**src/rtl/xy_scan_pkg.sv**
```systemverilog
// Shared types and constants for the X/Y scan generator.
package xy_scan_pkg;

  localparam int COORD_W_DEF = 16;
  localparam int ADDR_W_DEF  = 16;

  typedef enum logic [1:0] {
    IDLE = 2'd0,
    SCAN = 2'd1,
    DONE = 2'd2
  } state_e;

  localparam logic [1:0] CFG_X_LIM  = 2'd0;
  localparam logic [1:0] CFG_Y_LIM  = 2'd1;
  localparam logic [1:0] CFG_STRIDE = 2'd2;
  localparam logic [1:0] CFG_PITCH  = 2'd3;

endpackage

```
**src/rtl/scan_axis_counter.sv**
```systemverilog
// One scan axis: holds the coordinate, forms count+stride one bit wider so an
// overflowing sum still reads as "reached the limit", and wraps to 0 on that flag.
module scan_axis_counter #(
  parameter int W = 16
) (
  input  logic         clock,
  input  logic         reset,
  input  logic         clear_i,
  input  logic         step_i,
  input  logic [W-1:0] stride_i,
  input  logic [W-1:0] limit_i,
  output logic [W-1:0] count_o,
  output logic         wrap_o
);

  logic [W-1:0] count_q, count_d;
  logic [W:0]   next_wide;

  // Wide next value and strict less-than limit compare.
  always_comb begin
    next_wide = {1'b0, count_q} + {1'b0, stride_i};
    wrap_o    = (next_wide >= {1'b0, limit_i});
  end

  // Clear has priority over a step; a wrapping step returns to 0.
  always_comb begin
    count_d = count_q;
    if (clear_i) begin
      count_d = '0;
    end else if (step_i) begin
      count_d = wrap_o ? '0 : next_wide[W-1:0];
    end
  end

  // Coordinate register.
  always_ff @(posedge clock) begin
    if (reset) count_q <= '0;
    else       count_q <= count_d;
  end

  assign count_o = count_q;

endmodule

```
**src/rtl/xy_scan_gen.sv**
```systemverilog
// X/Y raster scan generator: config bank, scan FSM and row base accumulator.
//
// state | meaning
// IDLE  | waiting for start; config writes accepted
// SCAN  | presenting an address beat, advancing on each accept
// DONE  | one-cycle done pulse after the final accepted beat
module xy_scan_gen
  import xy_scan_pkg::*;
#(
  parameter int COORD_W = COORD_W_DEF,
  parameter int ADDR_W  = ADDR_W_DEF
) (
  input  logic               clock,
  input  logic               reset,
  input  logic               cfg_wr_en,
  input  logic [1:0]         cfg_sel,
  input  logic [COORD_W-1:0] cfg_data,
  input  logic               start,
  input  logic               step_ready,
  output logic               addr_valid,
  output logic [ADDR_W-1:0]  addr,
  output logic [COORD_W-1:0] x_out,
  output logic [COORD_W-1:0] y_out,
  output logic               row_end,
  output logic               frame_end,
  output logic               busy,
  output logic               done
);

  state_e state_q, state_d;

  logic [COORD_W-1:0] x_lim_q, y_lim_q, stride_q, pitch_q;
  logic [ADDR_W-1:0]  row_base_q, row_base_d;

  logic [COORD_W-1:0] x_cnt, y_cnt;
  logic               x_wrap, y_wrap;
  logic               start_go, accept;

  // Config bank: writable only in IDLE; a zero stride would stall the scan, so store 1.
  always_ff @(posedge clock) begin
    if (reset) begin
      x_lim_q  <= '0;
      y_lim_q  <= '0;
      stride_q <= {{(COORD_W-1){1'b0}}, 1'b1};
      pitch_q  <= '0;
    end else if (cfg_wr_en && (state_q == IDLE)) begin
      case (cfg_sel)
        CFG_X_LIM:  x_lim_q  <= cfg_data;
        CFG_Y_LIM:  y_lim_q  <= cfg_data;
        CFG_STRIDE: stride_q <= (cfg_data == '0) ? {{(COORD_W-1){1'b0}}, 1'b1} : cfg_data;
        default:    pitch_q  <= cfg_data;
      endcase
    end
  end

  // Next state and beat outputs, all derived from registered state.
  always_comb begin
    state_d    = state_q;
    addr_valid = 1'b0;
    busy       = 1'b0;
    done       = 1'b0;
    start_go   = 1'b0;
    case (state_q)
      IDLE: begin
        if (start) begin
          start_go = 1'b1;
          state_d  = ((x_lim_q == '0) || (y_lim_q == '0)) ? DONE : SCAN;
        end
      end
      SCAN: begin
        addr_valid = 1'b1;
        busy       = 1'b1;
        if (step_ready && x_wrap && y_wrap) state_d = DONE;
      end
      DONE: begin
        busy    = 1'b1;
        done    = 1'b1;
        state_d = IDLE;
      end
      default: state_d = IDLE;
    endcase
  end

  assign accept    = addr_valid && step_ready;
  assign row_end   = addr_valid && x_wrap;
  assign frame_end = row_end && y_wrap;

  scan_axis_counter #(.W(COORD_W)) u_x_axis (
    .clock    (clock),
    .reset    (reset),
    .clear_i  (start_go),
    .step_i   (accept),
    .stride_i (stride_q),
    .limit_i  (x_lim_q),
    .count_o  (x_cnt),
    .wrap_o   (x_wrap)
  );

  scan_axis_counter #(.W(COORD_W)) u_y_axis (
    .clock    (clock),
    .reset    (reset),
    .clear_i  (start_go),
    .step_i   (accept && x_wrap),
    .stride_i (stride_q),
    .limit_i  (y_lim_q),
    .count_o  (y_cnt),
    .wrap_o   (y_wrap)
  );

  // Row base advances by the pitch whenever X wraps; address arithmetic wraps naturally.
  always_comb begin
    row_base_d = row_base_q;
    if (start_go) begin
      row_base_d = '0;
    end else if (accept && x_wrap) begin
      row_base_d = row_base_q + ADDR_W'(pitch_q);
    end
  end

  // State and row base registers.
  always_ff @(posedge clock) begin
    if (reset) begin
      state_q    <= IDLE;
      row_base_q <= '0;
    end else begin
      state_q    <= state_d;
      row_base_q <= row_base_d;
    end
  end

  assign addr  = row_base_q + ADDR_W'(x_cnt);
  assign x_out = x_cnt;
  assign y_out = y_cnt;

endmodule

```
**config.mk**
```make
export PLATFORM = sky130hd
export DESIGN_NAME = xy_scan_gen
export DESIGN_NICKNAME = d
export VERILOG_FILES = /design/src/rtl/xy_scan_pkg.sv /design/src/rtl/scan_axis_counter.sv /design/src/rtl/xy_scan_gen.sv
export SDC_FILE = /design/constraint.sdc
export NUM_CORES = 1
export LEC_CHECK = 0
export CAP_MARGIN = 10
export CORE_UTILIZATION = 63
export DETAILED_ROUTE_END_ITERATION = 16
export PLACE_DENSITY = 0.94
export SLEW_MARGIN = 10
export SYNTH_ARGS = -nofsm -noshare
export SYNTH_HDL_FRONTEND = slang
export SYNTH_SLANG_ARGS = --single-unit
```
**constraint.sdc**
```tcl
create_clock -name clock -period 8.5 [get_ports clock]
set_input_delay 2.125 -clock clock [delete_from_list [all_inputs] [get_ports clock]]
set_output_delay 2.125 -clock clock [all_outputs]
set_load 0.05 [all_outputs]
```
# Word-level counts from Yosys, hierarchy flattened

Cells that the tools add are included.

Input port bits: 23
Output and inout port bits: 53
Word-level logic and storage cells: 54
Flip-flop bits (word level): 114

Add/subtract/negate cells: 4
Eq/ne operators: 6
Order comparisons: 2
Multiplexer cells: 12
Reductions and logical operators: 21
Bitwise logic cells: 1

Operators by type and width:

| cell                                                                   | count |
|---|---|
| 16-bit zero test                                                       | 3 |
| 16-bit two-way mux                                                     | 3 |
| 16-bit by 16-bit adder with 17-bit output                              | 2 |
| 17-bit by 16-bit greater-or-equal comparator with 1-bit output         | 2 |
| 16-bit adder                                                           | 2 |
| 2-bit AND reduction                                                    | 5 |
| 1-bit logical AND                                                      | 7 |
| 2-bit two-way mux                                                      | 3 |
| 1-bit two-way mux                                                      | 5 |
| 2-bit by 1-bit equality test with 1-bit output (second input constant) | 2 |
| 2-bit equality test (second input constant)                            | 2 |
| 2-bit zero test                                                        | 2 |
| 2-bit != test (second input constant)                                  | 2 |
| 2-bit case mux with 2 select lines                                     | 1 |
| 2-bit OR reduction                                                     | 2 |
| 3-bit OR reduction                                                     | 1 |
| 1-bit logical OR                                                       | 1 |
| 1-bit NOT                                                              | 1 |

# Longest topological paths before layout

Depth after elaboration: 6
Mapped depth: 19
Mapped depth without buffers: 17

# By module

A second synthesis with hierarchy kept.

Cells, all modules: 1008
Area, all modules: 7996.4 um2

By module, submodules not included:

| module                        | instances | seq. area each (um2) | area an instance (um2) | cells each |
|---|---|---|---|---|
| xy_scan_gen                   | 1         | 1641.6               | 4439.3                 | 570 |
| scan_axis_counter at u_x_axis | 1         | 320.3                | 1793.0                 | 221 |
| scan_axis_counter at u_y_axis | 1         | 320.3                | 1764.2                 | 217 |

# Worst setup path before layout

No wires, ideal clock.

Path kind: register -> output
Start: register u_x_axis.count_q[0] (netlist: u_x_axis.count_o[0])
End: output port frame_end
Stages on the path, launching flop included: 17
Data arrival time: 4.951 ns
Path buffers: 0
Required time: 6.375 ns
Path slack: 1.424 ns
Cells stage by stage: dfxtp_1 ha_1 fa_1 a211oi_1 o21bai_4 nand3_2 a31oi_1 o21a_1 nor2_1 xnor2_1 ha_1 nand4_1 or4_1 o2111ai_1 a211oi_4 nor2b_1 nor2b_1

Longest elaborated chain between the ends: 4

RTL lines:

| item                                                           | RTL line                | RTL |
|---|---|---|
| from (decl)                                                    | scan_axis_counter.sv:16 | `logic [W-1:0] count_q, count_d;` |
| from (signal assigned)                                         | scan_axis_counter.sv:38 | `else count_q <= count_d;` |
| 16-bit by 16-bit adder with 17-bit output                      | scan_axis_counter.sv:21 | `next_wide = {1'b0, count_q} + {1'b0, stride_i};` |
| 17-bit by 16-bit greater-or-equal comparator with 1-bit output | scan_axis_counter.sv:22 | `wrap_o = (next_wide >= {1'b0, limit_i});` |
| 1-bit logical AND                                              | xy_scan_gen.sv:85       | `assign row_end = addr_valid && x_wrap;` |
| net row_end                                                    | xy_scan_gen.sv:24       | `output logic row_end,` |
| 1-bit logical AND                                              | xy_scan_gen.sv:86       | `assign frame_end = row_end && y_wrap;` |
| to (decl)                                                      | xy_scan_gen.sv:25       | `output logic frame_end,` |

The timed path passes the listed nets, and every way through them passes these cells.

# Worst setup path in the final report

Start: register u_y_axis.count_q[0] (netlist: u_y_axis.count_o[0])
End: output port frame_end

Longest elaborated chain between the ends: 3

RTL lines:

| item                                                           | RTL line |
|---|---|
| from (decl)                                                    | scan_axis_counter.sv:16 |
| from (signal assigned)                                         | scan_axis_counter.sv:38 |
| 16-bit by 16-bit adder with 17-bit output                      | scan_axis_counter.sv:21 |
| 17-bit by 16-bit greater-or-equal comparator with 1-bit output | scan_axis_counter.sv:22 |
| 1-bit logical AND                                              | xy_scan_gen.sv:86 |

Every way passes these cells.

==> impl_metrics.env <==
export IMPL_portBuffers=75
export IMPL_place_ws_ns=1.74
export IMPL_placed_cells=1209
export IMPL_async_flop_share_pct=0
export IMPL_synth_ff_type="dfxtp_1"
export IMPL_vias=7855
export IMPL_via_per_inst=6.34
export IMPL_fin_crit_sh_pct=86.3
export IMPL_post_route_util_pct=76.4
export IMPL_required_ns=6.38
export IMPL_track_usage_pct=35.6
export IMPL_drive_gt1_share_pct=5.04
export IMPL_row_count=40
export IMPL_cp_end_kind="output port"
export IMPL_switchingPower_uw=501
export IMPL_yosys_warnings=0
export IMPL_synth_distinct_cells=64
export IMPL_postCtsSetupBuffers=0
export IMPL_internal_power_uw=1130
export IMPL_num_nets_final=1205
export IMPL_grt_max_degree=70
export IMPL_worstSetupStartpointType="flip-flop"
export IMPL_finalHoldViolCount=0
export IMPL_seq_area_sq_um=2280
export IMPL_area_delta_synth_final_pct=18.1
export IMPL_multiInputGateArea_sq_um=5140
export IMPL_stdcell_count=1238
export IMPL_synth_area_top_cells="dfxtp_1 (29%), ha_1 (16%), nand2_1 (10%), a21oi_1 (9.8%), xnor2_1 (3.4%)"
export IMPL_clock_sinks=114
export IMPL_rsz0062_at_grt="false"
export IMPL_coreArea_sq_um=12000
export IMPL_critPathLaunch="u_y_axis.count_o[0]"
export IMPL_ff2ff_setup_slack_ns=3.45
export IMPL_syn_inst=1016
export IMPL_hold_ws_ns=0.463
export IMPL_drt_wl_total_mm=22.4
export IMPL_setup_viol=0
export IMPL_layout_common_cells="nand2_1 (208), a21oi_1 (152), dfxtp_1 (114), ha_1 (97), clkdlybuf4s50_1 (74)"
export IMPL_gp_congestion=0.950
export IMPL_htreeDepth=4
export IMPL_initialDrtViolationCount=778
export IMPL_antenna_found_initial=0
export IMPL_leakage_uw=0.00371
export IMPL_ios=76
export IMPL_post_drt_wl_per_cell_microns=18.1
export IMPL_finClkSkew_ns=0.00738
export IMPL_syn_area_per_cell_sq_um=7.65
export IMPL_drc=0
export IMPL_cp_max_fo=20
export IMPL_ys_seq_area_share_pct=29.4
export IMPL_cp_arrival_ns=5.21
export IMPL_syn_nets=1140
export IMPL_yosys_area_top_type="dfxtp_1"
export IMPL_irDropWorstVdd_uv=185
export IMPL_grt_pass1_wl_mm=35.9
export IMPL_drtAntennaViolNets=0
export IMPL_yosysTopAreaCellShare_pct=29.4
export IMPL_min_to="pitch_q[0]"
export IMPL_status="finished clean"
export IMPL_fill_cells=840
export IMPL_die_y_microns=113
export IMPL_grt_ovfl_total=0
export IMPL_die_w_microns=113
export IMPL_worstSkewPairLatency_ns=0.42
export IMPL_cts_root_buffer="clkbuf_16"
export IMPL_grt_pass1_vias=7451
export IMPL_synth_edf_count=0
export IMPL_die_area_sq_um=12800
export IMPL_maxSlewHeadroom_pct=22.9
export IMPL_sw_frac_of_total_pct=30.8
export IMPL_hpwl_mm=16.0
export IMPL_reg2reg_depth=17
export IMPL_n_antenna_cell=0
export IMPL_firstDrtPassIters=8
export IMPL_initial_utilization_pct=64.7
export IMPL_clockBufferDepth=2
export IMPL_min_from="pitch_q[0]"
export IMPL_crit_type="flip-flop to output port"
export IMPL_worstReg2RegStart="u_x_axis.count_o[3]"
export IMPL_worstHoldPathType="flip-flop to flip-flop"
export IMPL_numCtsBuffers=17
export IMPL_fin_crit_ns=7.34
export IMPL_cts_tree="yes"
export IMPL_power_density_nw_per_um2=177
export IMPL_hold_buffers=0
export IMPL_syn_area_sq_um=7770
export IMPL_tightest_slew_ns=1.15
export IMPL_final_common_cell="nand2_1"
export IMPL_setup_ws_ns=1.16
export IMPL_p_clk_share_pct=43.0
export IMPL_setup_tns_ns=0
export IMPL_slew_violations=0
export IMPL_holdPathStages=2
export IMPL_combPwrFrac_pct=21.7
export IMPL_cap_violations=0
export IMPL_power_sequential_fraction_pct=35.3
export IMPL_cts_resized=0
export IMPL_fmax_mhz=136
export IMPL_clkSlewWorstSetupHoldPaths_ns=0.05
export IMPL_timing_rr_end="row_base_q[7]"
export IMPL_ys_ff_latch=114
## metrics by stage
step                      instance area, sq um  power [uW]
after floorplan                           7770         815
after global placement                    8600         910
after detailed placement                  8600         921
after CTS                                 9170        1610
after global routing                      9170        1680
final                                     9170        1630
## cell families after synthesis
logic type / Yosys count / synth area share, %
and+or+nand+nor: 398 / 23.5
AOI/OAI and AO/OA: 268 / 20.7
DFF: 114 / 29.4
adders and majority gates: 101 / 16.7
buffers and inverters: 88 / 4.52
xor gates and xnor gates: 47 / 5.30
## flip-flops by register name (all words and copies together), names as in the netlist
name              count
state_q               2
stride_q             16
x_lim_q              16
u_y_axis.count_o     16
u_x_axis.count_o     16
pitch_q              16
row_base_q           16
y_lim_q              16
## Yosys cell counts (5+ instances only)
cell type,count
o21a_1,9
a211oi_1,12
nand4_1,10
o21bai_1,6
nor4_1,12
nand2_1,208
dfxtp_1,114
nor2_1,41
nand3_1,46
xnor2_1,30
o21ai_0,30
a21oi_1,152
ha_1,97
and3_1,8
a21o_1,10
clkbuf_1,29
nand2b_1,9
nor3_1,19
inv_1,51
or3_1,6
a31oi_1,9
nor2b_1,13
o211ai_1,5
buf_2,5
xor2_1,17
## power groups by stage
stage | Clock (uW) | Sequential, uW | Combinational (uW)
floorplan | 0 | 579 | 236
global placement | 0 | 583 | 328
detailed placement | 0 | 584 | 338
CTS | 698 | 573 | 344
global route | 723 | 575 | 381
finish | 700 | 574 | 353
## worst max path at each step
stage | end | depth (start not counted)
2_1_floorplan | frame_end | 16
3_3_place_gp | frame_end | 18
3_5_place_dp | frame_end | 18
4_1_cts | frame_end | 16
5_1_grt | frame_end | 16
6_report | frame_end | 16
## final cells by class
cell class              count  share of cell area [%]
clock buffers              23                    5.32
clock inverters             6                   0.873
inverters                  51                    2.09
multi-input cells         814                    56.0
flip-flops and latches    114                    24.9
well taps                 147                    2.01
repair buffers             83                    8.78
## worst max-delay path, cell delays in order, from the launching register on
cell	delay, ns
dfxtp_1	0.33
ha_1	0.24
fa_1	0.44
a211oi_1	0.32
o21ai_0	0.23
a21oi_1	0.25
a21oi_1	0.17
and4b_1	0.22
or3_1	0.39
ha_1	0.30
a21oi_1	0.14
nor2b_1	0.05
or4_1	0.41
a211oi_2	0.22
buf_4	0.30
nor2b_1	0.08
clkdlybuf4s50_1	0.70
## metal layers
metal / wire length (microns) / vias up / GRT usage [%]
li1: - / 3740 / -
met1: 9180 / 3638 / 45.3
met2: 10500 / 401 / 58.9
met3: 2030 / 76 / 6.96
met4: 691 / 0 / 15.0
met5: 0 / - / 0
Power figures use the tool's default switching activity.
